### config.mk
export PLATFORM = sky130hd
export DESIGN_NAME = bit_serial_add_sub_controller
export DESIGN_NICKNAME = d
export VERILOG_FILES = /design/src/rtl/bit_serial_add_sub_controller.sv
export SDC_FILE = /design/constraint.sdc
export NUM_CORES = 1
export LEC_CHECK = 0
export ABC_AREA = 1
export CORE_UTILIZATION = 55
export DETAILED_ROUTE_END_ITERATION = 8
export HOLD_SLACK_MARGIN = 0.03
export PLACE_DENSITY = 0.81
export SYNTH_ARGS = -nofsm -noshare
export SYNTH_HDL_FRONTEND = slang
export SYNTH_HIERARCHICAL = 1
export SYNTH_SLANG_ARGS = --single-unit
### constraint.sdc
create_clock -name clk -period 3.2 [get_ports clk]
set_clock_uncertainty 0.15 [all_clocks]
set_input_delay 0.96 -clock clk [delete_from_list [all_inputs] [get_ports clk]]
set_output_delay 0.96 -clock clk [all_outputs]
set_load 0.05 [all_outputs]
### src/rtl/bit_serial_add_sub_controller.sv
// -----------------------------------------------------------------------------
// bit_serial_add_sub_controller
//
// Purpose:
//   WIDTH-bit two's-complement add/subtract computed serially, LSB first. One
//   one_bit_full_adder_subtractor cell is reused over WIDTH clock cycles. A
//   carry flop links consecutive bits. The operands and the result move through
//   shift registers. The surrounding datapath talks to it through a
//   start/busy/done handshake.
//
// Ports:
//   clk      in   1      rising-edge clock
//   rstn     in   1      asynchronous active-low reset
//   start    in   1      request pulse, sampled only in IDLE
//   a        in   WIDTH  operand A, captured on accepted start
//   b        in   WIDTH  operand B, captured on accepted start
//   opcode   in   1      0 = A+B, 1 = A-B, captured on accepted start
//   busy     out  1      high while the serial operation runs
//   done     out  1      single-cycle pulse, result fields valid
//   result   out  WIDTH  sum/difference modulo 2^WIDTH (held until next done)
//   cout     out  1      carry out of MSB (subtract: 1 = no borrow)
//   overflow out  1      signed overflow (carry into MSB ^ carry out of MSB)
// -----------------------------------------------------------------------------

module one_bit_full_adder_subtractor (
  input  logic a,
  input  logic b,
  input  logic cin,
  input  logic opcode,
  output logic sum,
  output logic cout
);
  // Inverting B for subtract gives one's complement. The seeded carry-in of 1
  // supplies the +1 that makes it two's complement.
  logic b_eff;

  assign b_eff = b ^ opcode;
  assign sum   = a ^ b_eff ^ cin;
  assign cout  = (a & b_eff) | (cin & (a ^ b_eff));
endmodule

module bit_serial_add_sub_controller #(
  parameter int WIDTH = 8
) (
  input  logic             clk,
  input  logic             rstn,
  input  logic             start,
  input  logic [WIDTH-1:0] a,
  input  logic [WIDTH-1:0] b,
  input  logic             opcode,
  output logic             busy,
  output logic             done,
  output logic [WIDTH-1:0] result,
  output logic             cout,
  output logic             overflow
);

  localparam int CNT_W = (WIDTH > 1) ? $clog2(WIDTH) : 1;
  localparam logic [CNT_W-1:0] LAST_BIT = CNT_W'(WIDTH - 1);

  typedef enum logic [1:0] {
    S_IDLE = 2'd0,
    S_RUN  = 2'd1,
    S_DONE = 2'd2
  } state_t;

  state_t             state_q, state_d;
  logic [WIDTH-1:0]   a_sr_q, a_sr_d;
  logic [WIDTH-1:0]   b_sr_q, b_sr_d;
  logic [WIDTH-1:0]   res_sr_q, res_sr_d;
  logic               op_q, op_d;
  logic               carry_q, carry_d;
  logic [CNT_W-1:0]   cnt_q, cnt_d;
  logic               busy_q, busy_d;
  logic               done_q, done_d;
  logic [WIDTH-1:0]   result_q, result_d;
  logic               cout_q, cout_d;
  logic               overflow_q, overflow_d;

  logic               cell_sum;
  logic               cell_cout;

  one_bit_full_adder_subtractor u_cell (
    .a      (a_sr_q[0]),
    .b      (b_sr_q[0]),
    .cin    (carry_q),
    .opcode (op_q),
    .sum    (cell_sum),
    .cout   (cell_cout)
  );

  always_comb begin
    state_d    = state_q;
    a_sr_d     = a_sr_q;
    b_sr_d     = b_sr_q;
    res_sr_d   = res_sr_q;
    op_d       = op_q;
    carry_d    = carry_q;
    cnt_d      = cnt_q;
    busy_d     = busy_q;
    done_d     = done_q;
    result_d   = result_q;
    cout_d     = cout_q;
    overflow_d = overflow_q;

    case (state_q)
      S_IDLE: begin
        busy_d = 1'b0;
        done_d = 1'b0;
        if (start) begin
          a_sr_d  = a;
          b_sr_d  = b;
          op_d    = opcode;
          // Seeding the carry with the opcode completes two's complement.
          carry_d = opcode;
          cnt_d   = '0;
          state_d = S_RUN;
          busy_d  = 1'b1;
        end
      end

      S_RUN: begin
        // Each sum bit enters at the MSB. After WIDTH shifts, bit 0 is at the LSB.
        res_sr_d = {cell_sum, res_sr_q[WIDTH-1:1]};
        a_sr_d   = a_sr_q >> 1;
        b_sr_d   = b_sr_q >> 1;
        carry_d  = cell_cout;
        cnt_d    = cnt_q + 1'b1;
        if (cnt_q == LAST_BIT) begin
          // On the MSB cycle, carry_q still holds the carry into the MSB.
          result_d   = {cell_sum, res_sr_q[WIDTH-1:1]};
          cout_d     = cell_cout;
          overflow_d = carry_q ^ cell_cout;
          state_d    = S_DONE;
          busy_d     = 1'b0;
          done_d     = 1'b1;
        end
      end

      S_DONE: begin
        done_d  = 1'b0;
        busy_d  = 1'b0;
        state_d = S_IDLE;
      end

      default: begin
        busy_d  = 1'b0;
        done_d  = 1'b0;
        state_d = S_IDLE;
      end
    endcase
  end

  always_ff @(posedge clk or negedge rstn) begin
    if (!rstn) begin
      state_q    <= S_IDLE;
      a_sr_q     <= '0;
      b_sr_q     <= '0;
      res_sr_q   <= '0;
      op_q       <= 1'b0;
      carry_q    <= 1'b0;
      cnt_q      <= '0;
      busy_q     <= 1'b0;
      done_q     <= 1'b0;
      result_q   <= '0;
      cout_q     <= 1'b0;
      overflow_q <= 1'b0;
    end else begin
      state_q    <= state_d;
      a_sr_q     <= a_sr_d;
      b_sr_q     <= b_sr_d;
      res_sr_q   <= res_sr_d;
      op_q       <= op_d;
      carry_q    <= carry_d;
      cnt_q      <= cnt_d;
      busy_q     <= busy_d;
      done_q     <= done_d;
      result_q   <= result_d;
      cout_q     <= cout_d;
      overflow_q <= overflow_d;
    end
  end

  assign busy     = busy_q;
  assign done     = done_q;
  assign result   = result_q;
  assign cout     = cout_q;
  assign overflow = overflow_q;

endmodule
==> results.md, run 1 <==
* Final #Nets at 297
* Path type of the worst min-delay path: register to register
* Row cnt at 21
* Number of clock buffers inserted by TritonCTS at 5
* Outcome: finished clean
* Final setup viols at 0
* Routed vias at 1539
* Final Instance Count excl. Fillers at 321
* Slowest stage delay, CP at 0.80 ns
* IO Port Bufs at 31
* I/O pin total at 32
* Weighted congestion at the end of routability-driven global placement at 0.766
* Setup slack of the worst register-to-register path at about 1.4 ns
* Number of cells on the worst reg-to-reg path at 5
* Length of the first detailed-routing pass in iterations at 4
* CTS H-tree lvls at 2
* Relative contribution of combinational cells to total power at 0.483
* Sequential fraction of the synthesis area at 0.511
* Cells after Synth at 245
* Transition time of the tightest slew-check pin at 0.904 ns
* Worst Hold Depth at 2
* Achievable Freq at 0.390 GHz
* Buffering stage count on the worst path with inverters included at 1
* Worst hold start: result[2]$_DFFE_PN0P_
* Reported leakage power at approximately 0.0013 µW
* CP max stage cell: sky130_fd_sc_hd__clkdlybuf4s50_1
* Hold Crit Endpoint: result[2]$_DFFE_PN0P_
* Source-to-sink clock delay at the later pin of the worst-skew pair at 0.30 ns
* Mean area per synthesized cell at 8.40 µm²
* Net count after synthesis at 268
* Setup total negative slack at 0 ns
* YS warnings at 6
* Hold Fails Final Rpt at 0
* Placed insts at 313
* CP endpoint kind: output pin
* Crit path launch type: register
* Detailed-route vias per instance at 4.79
* Number of synthesized register bits at 42
* Max_cap viols at 0
* Setup repair after global routing missed its margin: false
* Post-route antenna net violation count at 0
* Number of remaining DRC errors at 0
* Setup bufs post-CTS at 0
* Capturing point of the worst reg2reg path: b_sr_q[1]$_DFFE_PN0P_
* Wire length of the first global-routing pass at 6420 µm
* Layout cell share with drive strength beyond 1 at 0.0909
* Launching point of the worst reg2reg path: state_q[0]$_DFFE_PN0P_
* Total power divided by cell area at 1030 nW/µm²
* Routed WL at 3580 µm
* Sw frac at 0.449
* Total count of max-transition violations in the final report at 0
* CTS-repair resized insts at 0
* Cell class contributing the biggest share of worst-path delay: buffers and inverters
* Final cycle utilization of the critical path at 0.801
* Pin count of the biggest net entering global routing at 43
* WS Path Type: register to output pin
* Power share of the sequential group at 0.378
* Sw Pwr at 1130 µW
* CP Data Arrival Time at roughly 1.5 ns
* GRT Resource Usage Total at 0.212
* Area of the die at 3990 µm²
* Sinks on the clock net at 42
* Area of the core at about 3500 µm²
* Clk network pwr share at 0.140
* Final routed wire length divided by cell count at 11.2 µm
* Number of global-route vias before repair at ~1400
* Antenna violations before repair at 0
* Distinct cells, synth at 22
* Width of the chip at 63.2 µm
* Worst voltage drop across the vdd grid at 661 µV
* Required time at the worst-slack endpoint at 2.09 ns
* Internal cell power at 1380 µW
* CTS hold repair buffers at 0
* Worst-path clk slew at 0.07 ns
* Maximum buffer depth of the clock tree at 2
* Layout overhead on the synthesized area at 18.3%
* Shortest clock period the worst path allows after layout at about 2.6 ns
* Maximum fanout along the worst path at 2
* Critical Path Stages at 1
* Die height at 63.2 µm
* Root buffer selected by CTS: sky130_fd_sc_hd__clkbuf_8
* Total congestion overflow after global routing at 0
* Final antenna diode count at 0
* Worst max-slew margin expressed relative to the limit at 0.397
* Total half-perimeter wirelength after legalization and detailed placement at 2320 µm
* Mapped Area at 2060 µm²
* Number of design-rule violations left by the first detailed-router iteration at roughly 130
* Effective utilization at floorplan at 0.593
* Clock tree from TritonCTS: done
* Worst-path cell chain: clkdlybuf4s50_1
worst max path at each step:
stage | startpoint | end | slack, ns
2_1_floorplan | done$_DFFE_PN0P_ | done | 1.49
3_5_place_dp | start | b_sr_q[1]$_DFFE_PN0P_ | 0.94
3_3_place_gp | busy$_DFFE_PN0P_ | busy | 0.96
4_1_cts | busy$_DFFE_PN0P_ | busy | 0.62
6_report | busy$_DFFE_PN0P_ | busy | 0.64
5_1_grt | cout$_DFFE_PN0P_ | cout | 0.59
Yosys cell counts:
| library cell | instances | area, µm² |
|---|---|---|
| sky130_fd_sc_hd__nand2_1 | 80 | 300 |
| sky130_fd_sc_hd__inv_1 | 45 | 169 |
| sky130_fd_sc_hd__dfrtp_1 | 42 | 1050 |
| sky130_fd_sc_hd__nand3_1 | 31 | 155 |
| sky130_fd_sc_hd__o21ai_0 | 11 | 55.1 |
| sky130_fd_sc_hd__o21ai_2 | 8 | 70.1 |
| sky130_fd_sc_hd__nor2_1 | 6 | 22.5 |
| sky130_fd_sc_hd__buf_6 | 3 | 33.8 |
| sky130_fd_sc_hd__buf_2 | 2 | 10.0 |
| sky130_fd_sc_hd__buf_4 | 2 | 15.0 |
| sky130_fd_sc_hd__ha_1 | 2 | 25.0 |
| sky130_fd_sc_hd__nand2_4 | 2 | 22.5 |
| sky130_fd_sc_hd__nand2_8 | 2 | 40.0 |
| sky130_fd_sc_hd__a21oi_2 | 1 | 8.76 |
| sky130_fd_sc_hd__buf_8 | 1 | 15.0 |
| sky130_fd_sc_hd__clkbuf_1 | 1 | 3.75 |
| sky130_fd_sc_hd__fa_1 | 1 | 20.0 |
| sky130_fd_sc_hd__inv_2 | 1 | 3.75 |
| sky130_fd_sc_hd__inv_4 | 1 | 6.26 |
| sky130_fd_sc_hd__inv_8 | 1 | 11.3 |
| sky130_fd_sc_hd__nor2_4 | 1 | 11.3 |
| sky130_fd_sc_hd__xor2_1 | 1 | 8.76 |
cells by family after synthesis:
logic type,share of synthesized area
adders and majority gates,0.0219
AOI/OAI and AO/OA,0.0650
DFF,0.511
and+or+nand+nor,0.268
xor gates and xnor gates,0.00426
buffers and inverters,0.130
registers in the layout (all words and copies together) (netlist names):
| signal | count |
|---|---|
| a_sr_q | 8 |
| b_sr_q | 8 |
| result | 8 |
| res_sr_q | 7 |
| cnt_q | 3 |
| state_q | 2 |
| busy | 1 |
| carry_q | 1 |
| cout | 1 |
| done | 1 |
| op_q | 1 |
| overflow | 1 |
cell usage in the layout (no fill, tap or decap), drive strengths merged:
master         instances
a21oi                  1
buf                    1
clkbuf                 7
clkdlybuf4s50         30
clkinv                 1
dfrtp                 42
fa                     1
ha                     2
inv                   48
nand2                 84
nand3                 31
nor2                   7
o21ai                 19
xor2                   1
worst reg2reg max path, cell delays in order (launching register included):
cell	delay, ns
sky130_fd_sc_hd__dfrtp_1	0.84
sky130_fd_sc_hd__nand2_8	0.26
sky130_fd_sc_hd__nand2_8	0.22
sky130_fd_sc_hd__inv_8	0.09
sky130_fd_sc_hd__nand2_1	0.07
sky130_fd_sc_hd__nand2_1	0.06
final cells by class:
cell class	count	area [µm²]
clock inverters	1	5.00
fillers	297	1030
clock buffers	7	86.3
inverters	48	190
multi-input cells	146	739
repair buffers	31	305
flip-flops and latches	42	1050
well taps	46	57.6
power groups by stage:
stage | Sequential [µW] | Combinational (µW) | Clock [µW]
after detailed placement | 952 | 1220 | 0
after global routing | 981 | 1370 | 379
after global placement | 941 | 1190 | 0
after floorplan | 1120 | 772 | 0
final | 947 | 1210 | 350
after CTS | 946 | 1230 | 359
layer usage:
layer | vias up | wire length [µm] | global-route usage
met5 | - | 0 | 0
met4 | 0 | 85 | 0.111
met3 | 8 | 164 | 0.0489
met2 | 31 | 1700 | 0.331
met1 | 706 | 1640 | 0.275
li1 | 794 | - | -
through the flow:
step / hold slack [ns] / total power, µW / cell area (µm²) / worst slack [ns] / utilization
final: 0.332 / 2510 / 2430 / 0.636 / 0.702
after global routing: 0.352 / 2730 / 2430 / 0.590 / 0.702
after global placement: 0.310 / 2130 / 2340 / 0.958 / 0.676
after floorplan: 0.292 / 1890 / 2060 / 1.49 / -
after detailed placement: 0.315 / 2170 / 2340 / 0.939 / 0.676
after CTS: 0.337 / 2530 / 2430 / 0.620 / 0.702
No activity file was read; power rests on OpenSTA's default activity.
==> run 2: changes to the inputs <==
CORE_UTILIZATION = 48   (was 55)
PLACE_DENSITY = 0.75   (was 0.81)
clock period = 2.1 ns   (was 3.2 ns; I/O delays follow)
==> run 2 against run 1 <==
Effect of this change:
- core utilization shrank 10 points
- die area grew 14%
- routed wire length grew 2.8%
- sequential power grew 50%
- register-to-register slack lost 0.85 ns
- critical path type unchanged
- critical endpoint unchanged
==> results.md, run 2 (same netlist as run 1, synthesis figures left out) <==
* Outcome: finished clean
* Clock tree from TritonCTS: done
* I/O pin total at 32
* WS Path Type: register to output pin
* Final #Nets at 299
* CTS-repair resized insts at 0
* Shortest clock period the worst path allows after layout at 1.66 ns
* Area of the core at 4060 µm²
* Row cnt at 23
* Source-to-sink clock delay at the later pin of the worst-skew pair at 0.30 ns
* Path type of the worst min-delay path: input port to async pin
* Width of the chip at 67.5 µm
* Commonest cells after routing, fill and taps aside: sky130_fd_sc_hd__nand2_1 (80), sky130_fd_sc_hd__inv_1 (45), sky130_fd_sc_hd__dfrtp_1 (42), sky130_fd_sc_hd__nand3_1 (31), sky130_fd_sc_hd__clkdlybuf4s50_1 (18)
* Crit path launch type: register
* Total congestion overflow after global routing at 0
* Maximum fanout along the worst path at 2
* Weighted congestion at the end of routability-driven global placement at 0.791
* Setup bufs post-CTS at 0
* Reported leakage power at approximately 0.0013 µW
* Worst max-slew margin expressed relative to the limit at 0.699
* Total power divided by cell area at 1550 nW/µm²
* CTS H-tree lvls at 2
* Pin count of the biggest net entering global routing at 34
* Wire length of the first global-routing pass at 6350 µm
* Worst voltage drop across the vdd grid at 772 µV
* Routed WL at 3690 µm
* Maximum buffer depth of the clock tree at 2
* Layout overhead on the synthesized area at 18.0%
* Post-route antenna net violation count at 0
* Capturing point of the worst reg2reg path: a_sr_q[6]$_DFFE_PN0P_
* Post-route standard cell area excluding fillers at 2430 µm²
* Number of clock buffers inserted by TritonCTS at 5
* GRT Resource Usage Total at 0.192
* Root buffer selected by CTS: sky130_fd_sc_hd__clkbuf_8
* Final routed wire length divided by cell count at 11.3 µm
* Placed instance area at 2350 µm²
* Worst-path clk slew at approximately 0.08 ns
* Final setup viols at 0
* Worst-path cell chain: buf_4
* Total count of max-transition violations in the final report at 0
* Slowest stage delay, CP at 0.39 ns
* Length of the first detailed-routing pass in iterations at 4
* Effective utilization at floorplan at 0.507
* Required time at the worst-slack endpoint at 1.32 ns
* Sinks on the clock net at 42
* Cell class contributing the biggest share of worst-path delay: flip-flops
* Number of global-route vias before repair at 1402
* IO Port Bufs at 31
* Most common cell after layout, fill and taps aside: sky130_fd_sc_hd__nand2_1
* Final antenna diode count at 0
* Setup repair after global routing missed its margin: false
* CP endpoint kind: output pin
* CTS hold repair buffers at 0
* Achievable Freq at slightly above 0.6 GHz
* Die height at 67.5 µm
* Number of cells on the worst reg-to-reg path at 6
* Total half-perimeter wirelength after legalization and detailed placement at 2460 µm
* Fill cells at 367
* Hold Fails Final Rpt at 0
* Antenna violations before repair at 0
* Setup total negative slack at 0 ns
* Number of remaining DRC errors at 0
* Detailed-route vias per instance at 4.77
* CP Data Arrival Time at 0.88 ns
* Setup slack of the worst register-to-register path at ~0.56 ns
* Number of design-rule violations left by the first detailed-router iteration at about 130
* Launching point of the worst reg2reg path: state_q[1]$_DFFE_PN0P_
* Area of the die at 4550 µm²
* Transition time of the tightest slew-check pin at around 0.45 ns
* Routed vias at 1551
* CP max stage cell: sky130_fd_sc_hd__dfrtp_1
* Max_cap viols at 0
* Layout cell share with drive strength beyond 1 at 0.138
* Final cycle utilization of the critical path at 0.789
* Buffering stage count on the worst path with inverters included at 1
## run 2: cell types whose count changed in the layout (fill, tap and decap cells not counted)
cell and change:
sky130_fd_sc_hd__buf_4 +13, sky130_fd_sc_hd__clkinv_2 -1, sky130_fd_sc_hd__clkbuf_1 -1, sky130_fd_sc_hd__clkdlybuf4s50_1 -12
sky130_fd_sc_hd__buf_12 +1
## run 2: layout make-up
class | count | area, µm² | area share
tap | 50 | 62.6 | 0.0258
sequential | 42 | 1050 | 0.433
timing repair buffer | 33 | 303 | 0.125
clock buffer | 6 | 82.6 | 0.0340
multi-input combinational | 146 | 739 | 0.304
inverter | 48 | 190 | 0.0783
## run 2: where the power goes
part	switching, µW	internal (µW)
sequential	239	1190
combinational	1200	633
clock	260	253
## run 2: metal layers
metal  vias to the layer above  GRT usage  part of all wire
met5                         -          0                 0
met1                       701      0.260              0.48
met2                        39      0.290              0.46
met3                         4     0.0557             0.042
met4                         0     0.0771             0.011
li1                        807          -                 -
## run 2: worst max-delay path by stage
stage                                     from               endpoint  slack, ns  cells past startpoint
after detailed placement                 start  a_sr_q[3]$_DFFE_PN0P_       0.22                      6
final                         busy$_DFFE_PN0P_                   busy       0.44                      1
after floorplan           cnt_q[0]$_DFFE_PN0P_   overflow$_DFFE_PN0P_       0.68                      6
after global routing          busy$_DFFE_PN0P_                   busy       0.41                      1
after global placement                   start  b_sr_q[1]$_DFFE_PN0P_       0.24                      6
after CTS                     busy$_DFFE_PN0P_                   busy       0.43                      1
## run 2: per-stage QoR
| step | cells | utilization | power (µW) | worst slack, ns | hold slack (ns) |
|---|---|---|---|---|---|
| 2_1_floorplan | 245 | - | 2890 | 0.685 | 0.184 |
| 3_3_place_gp | 319 | 0.578 | 3230 | 0.239 | 0.311 |
| 3_5_place_dp | 319 | 0.578 | 3280 | 0.217 | 0.315 |
| 4_1_cts | 325 | 0.599 | 3800 | 0.429 | 0.134 |
| 5_1_grt | 325 | 0.599 | 4110 | 0.407 | 0.145 |
| 6_report | 325 | 0.599 | 3770 | 0.443 | 0.119 |
==> run 3: changes to the inputs <==
clock period = 1.4 ns   (was 2.1 ns; I/O delays follow)
==> run 3 against run 2 <==
Effect of this change:
- the flow now finishes with violations (negative setup slack)
- critical path depth grew 6
- sequential power grew 56%
- non-clock buffer count grew 18
- global-route usage grew 2.2 points
- register-to-register slack lost 0.70 ns
- core utilization grew 8.9 points
- worst hold slack gained 0.21 ns
- largest cell class unchanged
- largest power group unchanged
==> results.md, run 3 (same netlist as run 1, synthesis figures left out) <==
* Number of remaining DRC errors at 0
* Final antenna diode count at 0
* Final cycle utilization of the critical path at 1.10
* Multi-input combinational cell area at 786 µm²
* Weighted congestion at the end of routability-driven global placement at between 0.7 and 0.8
* Achievable Freq at around 0.65 GHz
* Crit path launch type: register
* Failing checks: negative setup slack
* Maximum fanout along the worst path at 3
* I/O pin total at 32
* Outcome: complete, but fails checks
* Worst voltage drop across the vdd grid at 984 µV
* GRT Resource Usage Total at 0.214
* Total power divided by cell area at 2460 nW/µm²
* Smallest setup slack after layout at -0.142 ns
* Final setup viols at 16
* Post-route standard cell area excluding fillers at ~2800 µm²
* Die height at 67.5 µm
* Number of clock buffers inserted by TritonCTS at 5
* Number of design-rule violations left by the first detailed-router iteration at 90
* CTS H-tree lvls at 2
* Routed metal-1 wirelength at 1930 µm
* Length of the first detailed-routing pass in iterations at 4
* Reported leakage power at 0.00146 µW
* Clk network pwr share at 0.137
* Final #Nets at 318
* Routed length on met3 at about 150 µm
* Routed vias at 1678
* Post-route worst hold slack at 0.331 ns
* Row cnt at 23
* Top layer used by detailed routing: met4
* Internal cell power at 3970 µW
* Total half-perimeter wirelength after legalization and detailed placement at about 2800 µm
* Total count of max-transition violations in the final report at 0
* Layout cell share with drive strength beyond 1 at 0.226
* CP max stage cell: sky130_fd_sc_hd__fa_2
* Worst-path clk slew at about 0.08 ns
* WS Path Type: register to register
* CP Data Arrival Time at 1.58 ns
* IO Port Bufs at 31
* Fill cells at between 300 and 400
* Effective utilization at floorplan at 0.507
* Setup repair after global routing missed its margin: true
* Layout overhead on the synthesized area at 35.6%
* Routed WL at 4230 µm
* Max_cap viols at 0
* Shortest clock period the worst path allows after layout at 1.54 ns
* Final routed wire length divided by cell count at 12.2 µm
* Antenna violations before repair at 0
* CP endpoint kind: register
* Total area of sequential cells at 1050 µm²
* Area of the core at 4060 µm²
* Sw frac at 0.423
* Sinks on the clock net at 42
* Clock tree from TritonCTS: done
* Number of global-route vias before repair at 1551
* Path type of the worst min-delay path: register to register
* Post-route antenna net violation count at 0
* Worst max-slew margin expressed relative to the limit at 0.845
* Total congestion overflow after global routing at 0
* Width of the chip at between 60 and 70 µm
* Hold Fails Final Rpt at 0
* Wire length of the first global-routing pass at about 7000 µm
* Commonest cells after routing, fill and taps aside: sky130_fd_sc_hd__nand2_1 (80), sky130_fd_sc_hd__inv_1 (40), sky130_fd_sc_hd__dfrtp_1 (40), sky130_fd_sc_hd__nand3_1 (31), sky130_fd_sc_hd__buf_4 (18)
* Power share of the sequential group at 0.321
* Root buffer selected by CTS: sky130_fd_sc_hd__clkbuf_8
* Pin count of the biggest net entering global routing at 43
* Amount of wire on met2 after detailed routing at 2040 µm
* Slowest stage delay, CP at 0.55 ns
* Placed instance area at 2560 µm²
* Maximum buffer depth of the clock tree at 2
* Most common cell after layout, fill and taps aside: sky130_fd_sc_hd__nand2_1
* Required time at the worst-slack endpoint at 1.43 ns
* Detailed-route vias per instance at 4.85
* Sw Pwr at between 2000 and 3000 µW
* Source-to-sink clock delay at the later pin of the worst-skew pair at 0.29 ns
* Worst-path cell chain: inv_1 -> nand2_1 -> nand2_1 -> fa_2 -> inv_2 -> inv_2 -> o21ai_2
* Relative contribution of combinational cells to total power at 0.543
* Transition time of the tightest slew-check pin at 0.231 ns
* Area of the die at 4550 µm²
## run 3: path summary, 6_finish.rpt
| path | start | end | slack (ns) | cells past startpoint |
|---|---|---|---|---|
| max | op_q$_DFFE_PN0P_ | result[7]$_DFFE_PN0P_ | -0.14 | 7 |
| min | res_sr_q[1]$_DFFE_PN0P_ | result[0]$_DFFE_PN0P_ | 0.33 | 2 |
| max reg2reg | op_q$_DFFE_PN0P_ | result[7]$_DFFE_PN0P_ | -0.14 | 7 |
| min reg2reg | res_sr_q[1]$_DFFE_PN0P_ | result[0]$_DFFE_PN0P_ | 0.33 | 2 |
| max in group asynchronous | rstn | state_q[1]$_DFFE_PN0P_ | 0.42 | 3 |
| min in group asynchronous | rstn | result[3]$_DFFE_PN0P_ | 0.47 | 3 |
## run 3: final cells by class
type                            count  area share
Tap cell                           50      0.0224
Timing Repair Buffer               51       0.212
Sequential cell                    42       0.377
Inverter                           48      0.0681
Clock inverter                      1      0.0108
Clock buffer                        7      0.0273
Multi-Input combinational cell    147       0.281
## run 3: what timing repair did
item                                    4_1_cts  5_1_grt
endpoints found under the setup margin       23       40
gates resized for setup                       6       10
endpoints found under the hold margin        42        0
buffers inserted                              4        5
gates cloned                                  0        1
hold buffers                                  1        0
pin swaps                                     0        4
## run 3: critical path: cells and delay by family (launching register included)
family,cells,cell delay (ns)
compound gates,1,0.06
buf+inv,3,0.15
simple gates,2,0.12
flops,1,0.40
fa+ha+maj,1,0.55
## run 3: power by group through the flow
stage	combinational, µW	sequential [µW]	clock [µW]
floorplan	1770	2570	0
global placement	3270	2180	0
detailed placement	3370	2220	0
CTS	3540	2200	958
global route	4110	2270	1020
finish	3730	2210	938
## run 3: per-stage QoR
step,setup WS [ns],TNS (ns),power (µW),utilization,instances
2_1_floorplan,0.00334,0,4330,-,245
3_3_place_gp,-0.269,-5.63,5460,0.631,327
3_5_place_dp,-0.278,-5.88,5590,0.631,327
4_1_cts,-0.119,-0.930,6700,0.672,340
5_1_grt,-0.180,-1.52,7400,0.688,346
6_report,-0.142,-0.797,6870,0.688,346
## run 3: routing by layer
| layer | GRT usage | up-vias |
|---|---|---|
| li1 | - | 839 |
| met1 | 0.284 | 785 |
| met2 | 0.319 | 44 |
| met3 | 0.0541 | 10 |
| met4 | 0.117 | 0 |
| met5 | 0 | - |
